## config.mk

```make
export PLATFORM = sky130hd
export DESIGN_NAME = cache_line_burst_engine
export DESIGN_NICKNAME = d
export VERILOG_FILES = /design/src/rtl/cache_line_burst_engine.sv
export SDC_FILE = /design/constraint.sdc
export NUM_CORES = 1
export LEC_CHECK = 0
export BUFFER_PORTS_ARGS = -buffer_cell sky130_fd_sc_hd__clkbuf_2
export CAP_MARGIN = 20
export CORE_AREA = 2 2 135 137
export CTS_CLUSTER_SIZE = 30
export DETAILED_ROUTE_END_ITERATION = 6
export DIE_AREA = 0 0 137 139
export GPL_TIMING_DRIVEN = 0
export PLACE_DENSITY = 0.74
export SLEW_MARGIN = 10
export SYNTH_ARGS = -nofsm -noshare
export SYNTH_HDL_FRONTEND = slang
export SYNTH_SLANG_ARGS = --single-unit
```

## constraint.sdc

```tcl
create_clock -name clk -period 1.81 [get_ports clk]
set_input_delay 0.181 -clock clk [delete_from_list [all_inputs] [get_ports clk]]
set_output_delay 0.181 -clock clk [all_outputs]
set_load 0.005 [all_outputs]
```

## src/rtl/cache_line_burst_engine.sv

```systemverilog
// cache_line_burst_engine: moves whole cache lines between ready/valid streams and RAM ports A/B, two words per beat
module cache_line_burst_engine #(
  parameter int ADDRESS_SPACE = 12,
  parameter int DATA_SIZE = 32,
  parameter int LINE_BITS = 3
) (
  input  logic                               clk,
  input  logic                               rst_n,
  input  logic                               cmd_valid,
  output logic                               cmd_ready,
  input  logic                               cmd_write,
  input  logic [ADDRESS_SPACE-LINE_BITS-1:0] cmd_line,
  input  logic                               wr_valid,
  output logic                               wr_ready,
  input  logic [2*DATA_SIZE-1:0]             wr_data,
  output logic                               rd_valid,
  input  logic                               rd_ready,
  output logic [2*DATA_SIZE-1:0]             rd_data,
  output logic                               rd_last,
  output logic                               done,
  output logic [ADDRESS_SPACE-1:0]           ram_addr_a,
  output logic [ADDRESS_SPACE-1:0]           ram_addr_b,
  output logic [DATA_SIZE-1:0]               ram_data_a,
  output logic [DATA_SIZE-1:0]               ram_data_b,
  output logic                               ram_we_a,
  output logic                               ram_we_b,
  input  logic [DATA_SIZE-1:0]               ram_q_a,
  input  logic [DATA_SIZE-1:0]               ram_q_b
);
  localparam int BW = LINE_BITS - 1;
  localparam int LW = ADDRESS_SPACE - LINE_BITS;
  localparam int DW = 2 * DATA_SIZE;
  typedef enum logic [1:0] {IDLE, WRITE, READ, DRAIN} state_t;
  state_t state_q, state_d;
  logic [LW-1:0] line_q, line_d;
  logic [BW-1:0] beat_q, beat_d;
  logic inflight_q, inflight_d, inlast_q, inlast_d, done_q, done_d;
  logic [1:0] count_q, count_d, blast_q, blast_d;
  logic [DW-1:0] buf_q [2];
  logic [DW-1:0] buf_d [2];
  logic pop, issue, last_beat;
  logic [1:0] kept;
  assign cmd_ready = state_q == IDLE;
  assign wr_ready = state_q == WRITE;
  assign rd_valid = count_q != 2'd0;
  assign rd_data = buf_q[0];
  assign rd_last = rd_valid & blast_q[0];
  assign done = done_q;
  assign ram_addr_a = cmd_ready ? '0 : {line_q, beat_q, 1'b0};
  assign ram_addr_b = cmd_ready ? '0 : {line_q, beat_q, 1'b1};
  assign ram_we_a = wr_ready & wr_valid;
  assign ram_we_b = wr_ready & wr_valid;
  assign ram_data_a = wr_ready ? wr_data[DATA_SIZE-1:0] : '0;
  assign ram_data_b = wr_ready ? wr_data[DW-1:DATA_SIZE] : '0;
  assign pop = rd_valid & rd_ready;
  assign last_beat = beat_q == '1;
  // a beat may only be issued if its data is guaranteed a buffer slot one cycle later
  assign issue = state_q == READ && ({1'b0, count_q} + {2'b0, inflight_q} < 3'd2 + {2'b0, pop});
  assign kept = count_q - {1'b0, pop};
  always_comb begin
    state_d = state_q;
    line_d = line_q;
    beat_d = beat_q;
    done_d = 1'b0;
    inflight_d = issue;
    inlast_d = issue & last_beat;
    case (state_q)
      IDLE: if (cmd_valid) begin
        line_d = cmd_line;
        beat_d = '0;
        state_d = cmd_write ? WRITE : READ;
      end
      WRITE: if (wr_valid) begin
        beat_d = beat_q + 1'b1;
        state_d = last_beat ? IDLE : WRITE;
        done_d = last_beat;
      end
      READ: if (issue) begin
        beat_d = beat_q + 1'b1;
        state_d = last_beat ? DRAIN : READ;
      end
      default: if (pop & blast_q[0]) begin
        state_d = IDLE;
        done_d = 1'b1;
      end
    endcase
  end
  always_comb begin
    buf_d[0] = pop ? buf_q[1] : buf_q[0];
    buf_d[1] = buf_q[1];
    blast_d = pop ? {blast_q[1], blast_q[1]} : blast_q;
    if (inflight_q) begin
      if (kept == 2'd0) begin
        buf_d[0] = {ram_q_b, ram_q_a};
        blast_d[0] = inlast_q;
      end else begin
        buf_d[1] = {ram_q_b, ram_q_a};
        blast_d[1] = inlast_q;
      end
    end
    count_d = kept + {1'b0, inflight_q};
  end
  always_ff @(posedge clk or negedge rst_n) begin
    if (!rst_n) begin
      state_q <= IDLE;
      line_q <= '0;
      beat_q <= '0;
      inflight_q <= 1'b0;
      inlast_q <= 1'b0;
      done_q <= 1'b0;
      count_q <= '0;
      blast_q <= '0;
      buf_q <= '{default: '0};
    end else begin
      state_q <= state_d;
      line_q <= line_d;
      beat_q <= beat_d;
      inflight_q <= inflight_d;
      inlast_q <= inlast_d;
      done_q <= done_d;
      count_q <= count_d;
      blast_q <= blast_d;
      buf_q <= buf_d;
    end
  end
  assert property (@(posedge clk) disable iff (!rst_n) !(inflight_q && count_q == 2'd2));
endmodule
```

==> summary.txt, run 1 <==
status = finished, violations left
failing checks = negative setup slack
die height = 139 microns
Max Freq = 516 MHz
post-detail-place hpwl = 15400 microns
final period utilization = 1.07
Final Non-Filler Cells = 1312
Worst Hold Class = in -> reg
via count = 6313
Reg-to-Reg Start = state_q[0]
final wirelength = 22800 microns
largest net degree at the start of global routing = 76
GPL Wtd Cong = 0.939
unrepaired setup endpoints after global routing = yes
worst-margin pin slew = 0.624 ns
grt total ovfl = 0
Critical Path Start = state_q[0]
Pins Over Slew Limit = 0
initial antenna violation count = 10
area of the mapped netlist = 7620 sq um
clk buf depth = 2
drt via density = 4.81
share of cells above drive strength 1 = 0.562
Setup WS pre-CTS = -0.156 ns
gr usage total = 0.240
relative slew slack = 0.584
I/O Pins = 302
reg2reg end = beat_q[0]
Clock Sinks = 148
fin worst setup slack = -0.130 ns
first-pass GRT wire length = 35100 microns
leakage power = 6.13 nW
Synth Instances = 661
CTS clk-pin slew, worst paths = 0.06 ns
Cell Rows = 49
ys async rst share = 1.00
most frequent cells in the layout = clkbuf_2, dfrtp_1, buf_4
initial core utilization = 0.432
vias in the first global route = 6644
Die Wd = 137 microns
maxcap violations = 0
CTS Root Cell = clkbuf_16
DRC viols = 0
crit start category = flop
critical path class = reg -> reg
clock share of power = 0.197
met2 global-route usage = 0.402
area delta synth->final = 48.8%
CORE AREA = 17700 sq um
synthesis-stage register bit count = 148
Worst Setup End Kind = flop
DR pass1 iterations = 4
Final nets = 1211
maximum fanout along the worst path = 8
register share of total power = 0.310
R2R cell count = 6
post-synthesis sequential area ratio = 0.486
end point of the critical path = beat_q[0]
Mapped Avg Cell Area = 11.5 sq um
reg2reg setup slack = -0.13 ns
Clock Skew = 0.00844 ns
Main synth FF type = dfrtp_1
Worst EP required = 2.11 ns
grt met3 use = 0.0559
most common cell after layout, fill and taps aside = clkbuf_2
Avg WL per Cell = 17.4 microns
Hold Slack = 0.0234 ns
CTS Buf Count = 17
Yosys cell types = 35
Worst-Skew Late Latency = 0.42 ns
Yosys warnings = 0
die area = 19000 sq um
Logic pwr share = 0.493
IO buf count = 300
EDFF count, synth = 0
final setup vio count = 69
H-tree levels = 4
Power Density = 1680 nW/um^2
syn nets = 813
NetSw = 6.16 mW
VDD IR max = 0.734 mV
antenna-violating nets left = 0
Tmin final = 1.94 ns
placed cell count = 1191
post-route cell area = 11300 sq um
final-report hold violation count = 0
met1 usage = 0.283
GR peak layer = met2
Net Sw Frac = 0.324
CTS tree = done
internal power = 12.9 mW
number of DRC markers in iteration 0 = 275
placed cell area = 9450 sq um
critical path arrival = 2.24 ns
-- critical path, cell delays in order (launching register included) --
cell and delay [ns]:
dfrtp_1 0.43, buf_6 0.15, ha_4 0.19, a222oi_1 0.42, buf_4 0.19, nand3b_1 0.12, mux2_4 0.32
-- synthesized netlist by cell type (2+ instances only) --
library cell,count,share of area
a21oi_1,2,0.0013
nand3b_1,2,0.0020
inv_1,9,0.0044
o21ai_1,66,0.043
mux2_4,51,0.10
dfrtp_1,148,0.49
buf_2,12,0.0079
buf_4,84,0.083
buf_6,7,0.010
o21ai_0,4,0.0026
nor2b_1,11,0.0090
clkbuf_1,11,0.0054
mux2i_1,66,0.087
nor2_1,2,0.00099
nand2_1,69,0.034
and2_1,67,0.055
ha_1,9,0.015
mux2_2,24,0.035
-- through the flow --
stage	utilization	TNS, ns	total power, mW
4_1_cts	0.635	-5.20	18.9
2_1_floorplan	-	0	11.5
5_1_grt	0.643	-9.94	20.3
3_3_place_gp	0.533	-311.08	13.9
3_5_place_dp	0.535	-6.91	14.1
6_report	0.643	-7.02	19.0
-- state kept, by name, indices dropped and copies added, names as in the netlist --
register / count
inlast_q: 1
state_q: 2
buf_q: 64
beat_q: 2
count_q: 2
inflight_q: 1
blast_q: 2
rd_data: 64
done: 1
line_q: 9
-- routing by layer --
layer	vias to the layer above	part of all wire
li1	2951	-
met1	3052	0.39
met2	264	0.51
met3	46	0.059
met4	0	0.044
met5	-	0
-- power by group through the flow --
stage               Clock [mW]  Sequential (mW)  Combinational [mW]
floorplan                    0             5.67                5.80
global placement             0             5.86                8.07
detailed placement           0             5.92                8.22
CTS                       3.82             5.87                9.16
global route              3.98             6.12                10.2
finish                    3.75             5.90                9.37
-- logic make-up after synthesis --
kind of cell | after synthesis | share of synthesized area
compound gates | 78 | 0.0537
simple gates | 159 | 0.109
other cells | 1 | 0.000492
buf+inv | 123 | 0.111
flops | 148 | 0.486
xor+xnor | 1 | 0.00115
mux | 142 | 0.224
fa+ha+maj | 9 | 0.0148
-- area by class of cell --
| class | instances | area, sq um |
|---|---|---|
| Antenna cell | 11 | 27.5 |
| Buffer | 105 | 875 |
| Clock buffer | 20 | 447 |
| Clock inverter | 12 | 178 |
| Fill cell | 1397 | 6310 |
| Inverter | 9 | 36.3 |
| Multi-Input combinational cell | 390 | 3310 |
| Sequential cell | 148 | 3710 |
| Tap cell | 229 | 287 |
| Timing Repair Buffer | 388 | 2480 |
-- worst min-delay path by stage --
stage | depth (start not counted) | slack, ns | to | start
after floorplan | 0 | -0.11 | beat_q[0] | rst_n
after global placement | 3 | 0.41 | rd_data[49] | ram_q_b[17]
after detailed placement | 1 | 0.25 | buf_q[15] | rst_n
after CTS | 3 | 0.002 | rd_data[44] | ram_q_b[12]
after global routing | 2 | 0.004 | line_q[7] | cmd_line[7]
final | 3 | 0.02 | rd_data[14] | ram_q_a[14]
-- what timing repair did --
| item | 4_1_cts | 5_1_grt |
|---|---|---|
| hold buffers | 67 | 0 |
| gates cloned | 8 | 0 |
| gates resized for setup | 102 | 41 |
| pin swaps | 5 | 4 |
| endpoints found under the hold margin | 156 | 0 |
| setup buffers | 6 | 6 |
| endpoints found under the setup margin | 96 | 130 |
No activity file was read; power rests on OpenSTA's default activity.
==> run 2, diff against run 1 <==
BUFFER_PORTS_ARGS = not set   (was -buffer_cell sky130_fd_sc_hd__clkbuf_2)
CORE_AREA = 2 2 127 129   (was 2 2 135 137)
DIE_AREA = 0 0 129 131   (was 0 0 137 139)
DONT_BUFFER_PORTS = 1   (was not set)
GPL_TIMING_DRIVEN = 1   (was 0)
PLACE_DENSITY = 0.65   (was 0.74)
RECOVER_POWER = 100   (was not set)
==> run 2 against run 1 <==
Net effect: the flow finishes with violations (negative hold slack, negative setup slack); worst hold slack got worse by 0.56 ns; critical endpoint is now state_q[0]; routed wire length decreased by 19%; clock power decreased by 4%; fmax increased by 6.1%.
==> summary.txt, run 2 (synthesis gave the netlist of run 1 again) <==
status = finished, violations left (unchanged)
failing checks = negative hold slack, negative setup slack (was negative setup slack)
area delta synth->final = 14.5% (was 48.8%)
final period utilization = 1.01 (was 1.07)
setup tns final = -0.0176 ns (was -7.02 ns)
final wirelength = 18400 microns (was 22800 microns)
placed cell area = 7290 sq um (was 9450 sq um)
vias in the first global route = 4904 (was 6644)
Sequential Area = 3700 sq um (was 3710 sq um)
Worst-Skew Late Latency = 0.42 ns (about the same)
fin worst setup slack = -0.0176 ns (was -0.130 ns)
Die Wd = 129 microns (was 137 microns)
Worst Setup End Kind = flop (unchanged)
Hold Slack = -0.540 ns (was 0.0234 ns)
critical path class = reg -> reg (unchanged)
Clock Sinks = 148 (unchanged)
gr usage total = 0.214 (was 0.240)
VDD IR max = 0.716 mV (was 0.734 mV)
leakage power = 4.10 nW (was 6.13 nW)
Net Sw Frac = 0.335 (was 0.324)
Max Freq = 547 MHz (was 516 MHz)
cts hold-fix bufs = 73 (was 67)
Power Density = 1760 nW/um^2 (was 1680 nW/um^2)
post-route cell area = 8730 sq um (was 11300 sq um)
internal power = 10.2 mW (was 12.9 mW)
unrepaired setup endpoints after global routing = yes (unchanged)
CTS tree = done (unchanged)
number of DRC markers in iteration 0 = 253 (was 275)
first-pass GRT wire length = 27100 microns (was 35100 microns)
die height = 131 microns (was 139 microns)
CTS Root Cell = clkbuf_16 (unchanged)
H-tree levels = 4 (unchanged)
GPL Wtd Cong = 0.823 (was 0.939)
Reg-to-Reg Start = state_q[1] (was state_q[0])
die area = 16900 sq um (was 19000 sq um)
share of cells above drive strength 1 = 0.196 (was 0.562)
drt via density = 5.21 (was 4.81)
post-detail-place hpwl = 12400 microns (was 15400 microns)
cell chain of the critical path = inv_2 > ha_4 > a222oi_1 > and3_1 > mux2_4 (was buf_6 > ha_4 > a222oi_1 > buf_4 > nand3b_1 > mux2_4)
largest net degree at the start of global routing = 149 (was 76)
Avg WL per Cell = 20.5 microns (was 17.4 microns)
total chip power = 15.4 mW (was 19.0 mW)
DR pass1 iterations = 4 (unchanged)
initial core utilization = 0.489 (was 0.432)
fill count = 1332 (was 1397)
NetSw = 5.14 mW (was 6.16 mW)
Max stage delay on crit path = 0.46 ns (was 0.43 ns)
CTS Buf Count = 17 (unchanged)
Worst EP required = 2.11 ns (about the same)
slowest CP cell = a222oi_1 (was dfrtp_1)
Final Non-Filler Cells = 899 (was 1312)
clk buf depth = 2 (unchanged)
Final nets = 811 (was 1211)
final-report hold violation count = 148 (was 0)
most common cell after layout, fill and taps aside = dfrtp_1 (was clkbuf_2)
critical path arrival = 2.13 ns (was 2.24 ns)
CORE AREA = 15600 sq um (was 17700 sq um)
Tmin final = 1.83 ns (was 1.94 ns)
CTS clk-pin slew, worst paths = 0.06 ns (about the same)
DRC viols = 0 (unchanged)
Critical Path Start = state_q[1] (was state_q[0])
IO buf count = 0 (was 300)
register share of total power = 0.400 (was 0.310)
clock share of power = 0.235 (was 0.197)
Clock Skew = 0.0103 ns (was 0.00844 ns)
grt total ovfl = 0 (unchanged)
antenna-violating nets left = 0 (unchanged)
dominant delay contributor by cell family on the critical path = compound AO/OA/AOI/OAI gates (was flip-flops)
Cell Rows = 46 (was 49)
I/O Pins = 302 (unchanged)
Pins Over Slew Limit = 0 (unchanged)
initial antenna violation count = 10 (unchanged)
Logic pwr share = 0.365 (was 0.493)
Worst Hold Class = in -> async (was in -> reg)
most frequent cells in the layout = dfrtp_1, dlygate4sd3_1, nand2_1 (was clkbuf_2, dfrtp_1, buf_4)
via count = 4686 (was 6313)
Buf/Inv on CP = 1 (was 2)
maxcap violations = 0 (unchanged)
placed cell count = 777 (was 1191)
multi-input logic area = 3100 sq um (was 3310 sq um)
maximum fanout along the worst path = 5 (was 8)
crit start category = flop (unchanged)
final setup vio count = 1 (was 69)
-- run 2: cell type report --
cell class / instances / share of cell area
timing repair buffer: 93 / 0.112
sequential: 148 / 0.425
multi-input combinational: 390 / 0.355
tap: 216 / 0.0310
clock inverter: 12 / 0.0175
antenna: 11 / 0.00315
clock buffer: 20 / 0.0523
inverter: 9 / 0.00387
-- run 2: worst paths after layout --
path                       slack [ns]           to  cells after the start
max                             -0.02   state_q[0]                      5
min                             -0.54  rd_data[14]                      0
max reg2reg                     -0.02   state_q[0]                      5
min reg2reg                      0.50    buf_q[42]                      1
max in group asynchronous        2.14   state_q[0]                      0
min in group clk                 0.03   state_q[1]                      3
-- run 2: routing by layer --
metal	GRT usage	up-vias	part of all wire
met2	0.369	203	0.52
met1	0.230	2317	0.38
li1	-	2139	-
met4	0.130	0	0.028
met3	0.0676	27	0.071
met5	0	-	0
-- run 2: timing repair --
action | CTS | global route
hold endpoints to repair | 285 | 148
pin swaps | 2 | 3
buffers inserted | 3 | 1
cloned | 2 | 0
gates resized for setup | 10 | 6
endpoints found under the setup margin | 68 | 59
-- run 2: metrics by stage --
stage	hold WS, ns	worst slack, ns	utilization
floorplan	-0.115	0.0179	-
global placement	-0.110	0.0276	0.467
detailed placement	-0.109	-0.0341	0.467
CTS	-0.564	0.0189	0.561
global route	-0.569	-0.124	0.559
finish	-0.540	-0.0176	0.560
-- run 2: power by group through the flow --
stage | Sequential (mW) | Clock [mW] | Combinational, mW
after floorplan | 5.67 | 0 | 5.80
after global placement | 6.08 | 0 | 5.19
after detailed placement | 6.18 | 0 | 5.43
after CTS | 6.14 | 3.68 | 5.86
after global routing | 6.32 | 3.85 | 6.18
final | 6.14 | 3.61 | 5.60
==> run 3, diff against run 2 <==
RECOVER_POWER = not set   (was 100)
SLEW_MARGIN = not set   (was 10)
==> run 3 against run 2 <==
Net effect: routed wire length down 0.11%; critical path type unchanged; clock skew barely moved; fmax up 0.27%; combinational power is 4.6% higher; the flow still finishes with violations (negative hold slack, negative setup slack); sequential cell count did not move; final area grew 0.90%.
==> summary.txt, run 3 (synthesis gave the netlist of run 1 again) <==
CTS Root Cell = clkbuf_16 (unchanged)
Worst EP required = 2.11 ns (about the same)
initial antenna violation count = 10 (unchanged)
Clock Skew = 0.0105 ns (was 0.0103 ns)
Power Density = 1770 nW/um^2 (was 1760 nW/um^2)
Worst Setup End Kind = flop (unchanged)
Final Non-Filler Cells = 899 (unchanged)
fin worst setup slack = -0.0126 ns (was -0.0176 ns)
first-pass GRT wire length = 27100 microns (unchanged)
Pins Over Slew Limit = 0 (unchanged)
VDD IR max = 0.699 mV (was 0.716 mV)
grt total ovfl = 0 (unchanged)
I/O Pins = 302 (unchanged)
Final nets = 811 (unchanged)
status = finished, violations left (unchanged)
Worst-Skew Late Latency = 0.42 ns (about the same)
leakage power = 4.21 nW (was 4.10 nW)
Die Wd = 129 microns (unchanged)
placed cell count = 777 (unchanged)
largest net degree at the start of global routing = 149 (unchanged)
clk buf depth = 2 (unchanged)
cts hold-fix bufs = 73 (unchanged)
CTS clk-pin slew, worst paths = 0.06 ns (about the same)
final setup vio count = 1 (unchanged)
final period utilization = 1.01 (about the same)
Cell Rows = 46 (unchanged)
share of cells above drive strength 1 = 0.214 (was 0.196)
Tmin final = 1.82 ns (was 1.83 ns)
met1 usage = 0.230 (unchanged)
R2R cell count = 5 (unchanged)
GPL Wtd Cong = 0.823 (unchanged)
Avg WL per Cell = 20.4 microns (was 20.5 microns)
total chip power = 15.6 mW (was 15.4 mW)
GR peak layer = met2 (unchanged)
IO buf count = 0 (unchanged)
critical path arrival = 2.12 ns (was 2.13 ns)
met2 global-route usage = 0.369 (unchanged)
drt via density = 5.23 (was 5.21)
Max Freq = 549 MHz (was 547 MHz)
failing checks = negative hold slack, negative setup slack (unchanged)
Hold Slack = -0.540 ns (about the same)
fin util = 0.565 (was 0.560)
final wirelength = 18400 microns (about the same)
unrepaired setup endpoints after global routing = yes (unchanged)
Worst Hold Class = in -> async (unchanged)
DR pass1 iterations = 5 (was 4)
via count = 4701 (was 4686)
crit start category = flop (unchanged)
area delta synth->final = 15.5% (was 14.5%)
most frequent cells in the layout = dfrtp_1, dlygate4sd3_1, nand2_1 (unchanged)
CTS tree = done (unchanged)
antenna-violating nets left = 0 (unchanged)
maxcap violations = 0 (unchanged)
die area = 16900 sq um (unchanged)
final-report hold violation count = 148 (unchanged)
critical path class = reg -> reg (unchanged)
die height = 131 microns (unchanged)
DRC viols = 0 (unchanged)
number of DRC markers in iteration 0 = 213 (was 253)
most common cell after layout, fill and taps aside = dfrtp_1 (unchanged)
CORE AREA = 15600 sq um (unchanged)
initial core utilization = 0.489 (unchanged)
Clock Sinks = 148 (unchanged)
CTS Buf Count = 17 (unchanged)
post-detail-place hpwl = 12400 microns (unchanged)
maximum fanout along the worst path = 5 (unchanged)
gr usage total = 0.214 (unchanged)
vias in the first global route = 4904 (unchanged)
H-tree levels = 4 (unchanged)
grt met3 use = 0.0676 (unchanged)
==> run 3: cell count changes in the layout (fill, tap and decap cells not counted), moves of 5 or more <==
cell     previous run  this run
and2_0             33         0
and2_1             33        66
buf_12              2         7
mux2_1             11         0
mux2_4             41        52
o21ai_0            14         4
o21ai_1            55        65
==> run 3: path summary, 6_finish.rpt <==
check / from / endpoint / slack, ns
max: state_q[1] / state_q[0] / -0.01
min: rst_n / rd_data[14] / -0.54
max reg2reg: state_q[1] / state_q[0] / -0.01
min reg2reg: line_q[8] / line_q[8] / 0.51
max in group asynchronous: rst_n / state_q[0] / 2.12
min in group clk: cmd_write / state_q[1] / 0.03
==> run 3: through the flow <==
| step | hold WS, ns | area (sq um) | setup slack [ns] | TNS, ns |
|---|---|---|---|---|
| floorplan | -0.115 | 7630 | 0.0179 | 0 |
| global placement | -0.110 | 7290 | 0.0276 | 0 |
| detailed placement | -0.109 | 7290 | -0.0341 | -0.0464 |
| CTS | -0.564 | 8750 | 0.0189 | 0 |
| global route | -0.569 | 8800 | -0.124 | -0.566 |
| finish | -0.540 | 8810 | -0.0126 | -0.0126 |
==> run 3: repair_timing <==
item | 4_1_cts | 5_1_grt
hold endpoints to repair | 285 | 148
gates resized for setup | 10 | 6
endpoints found under the setup margin | 68 | 59
buffers inserted | 3 | 1
gates cloned | 2 | 0
pin swaps | 2 | 3
==> run 3: layout make-up <==
cell class                      instances  area [sq um]
Antenna cell                           11          27.5
Clock buffer                           20           457
Clock inverter                         12           153
Fill cell                            1305          6790
Inverter                                9          33.8
Multi-Input combinational cell        390          3140
Sequential cell                       148          3700
Tap cell                              216           270
Timing Repair Buffer                   93          1020
==> run 3: layer usage <==
metal	vias up	share of wire
met5	-	0
met4	0	0.033
li1	2140	-
met2	197	0.52
met3	27	0.070
met1	2337	0.38
==> run 3: report_power, final <==
part | total (mW) | switching, mW | leakage (nW) | internal [mW]
clock | 3.61 | 1.37 | 0.288 | 2.24
combinational | 5.86 | 2.66 | 2.13 | 3.20
sequential | 6.14 | 1.15 | 1.79 | 4.99
total | 15.6 | 5.18 | 4.21 | 10.4
==> run 3: critical path, cell delays in order (launching register included) <==
cell      delay [ns]
dfrtp_1         0.39
inv_2           0.07
ha_4            0.19
a222oi_1        0.45
and3_1          0.28
mux2_4          0.31
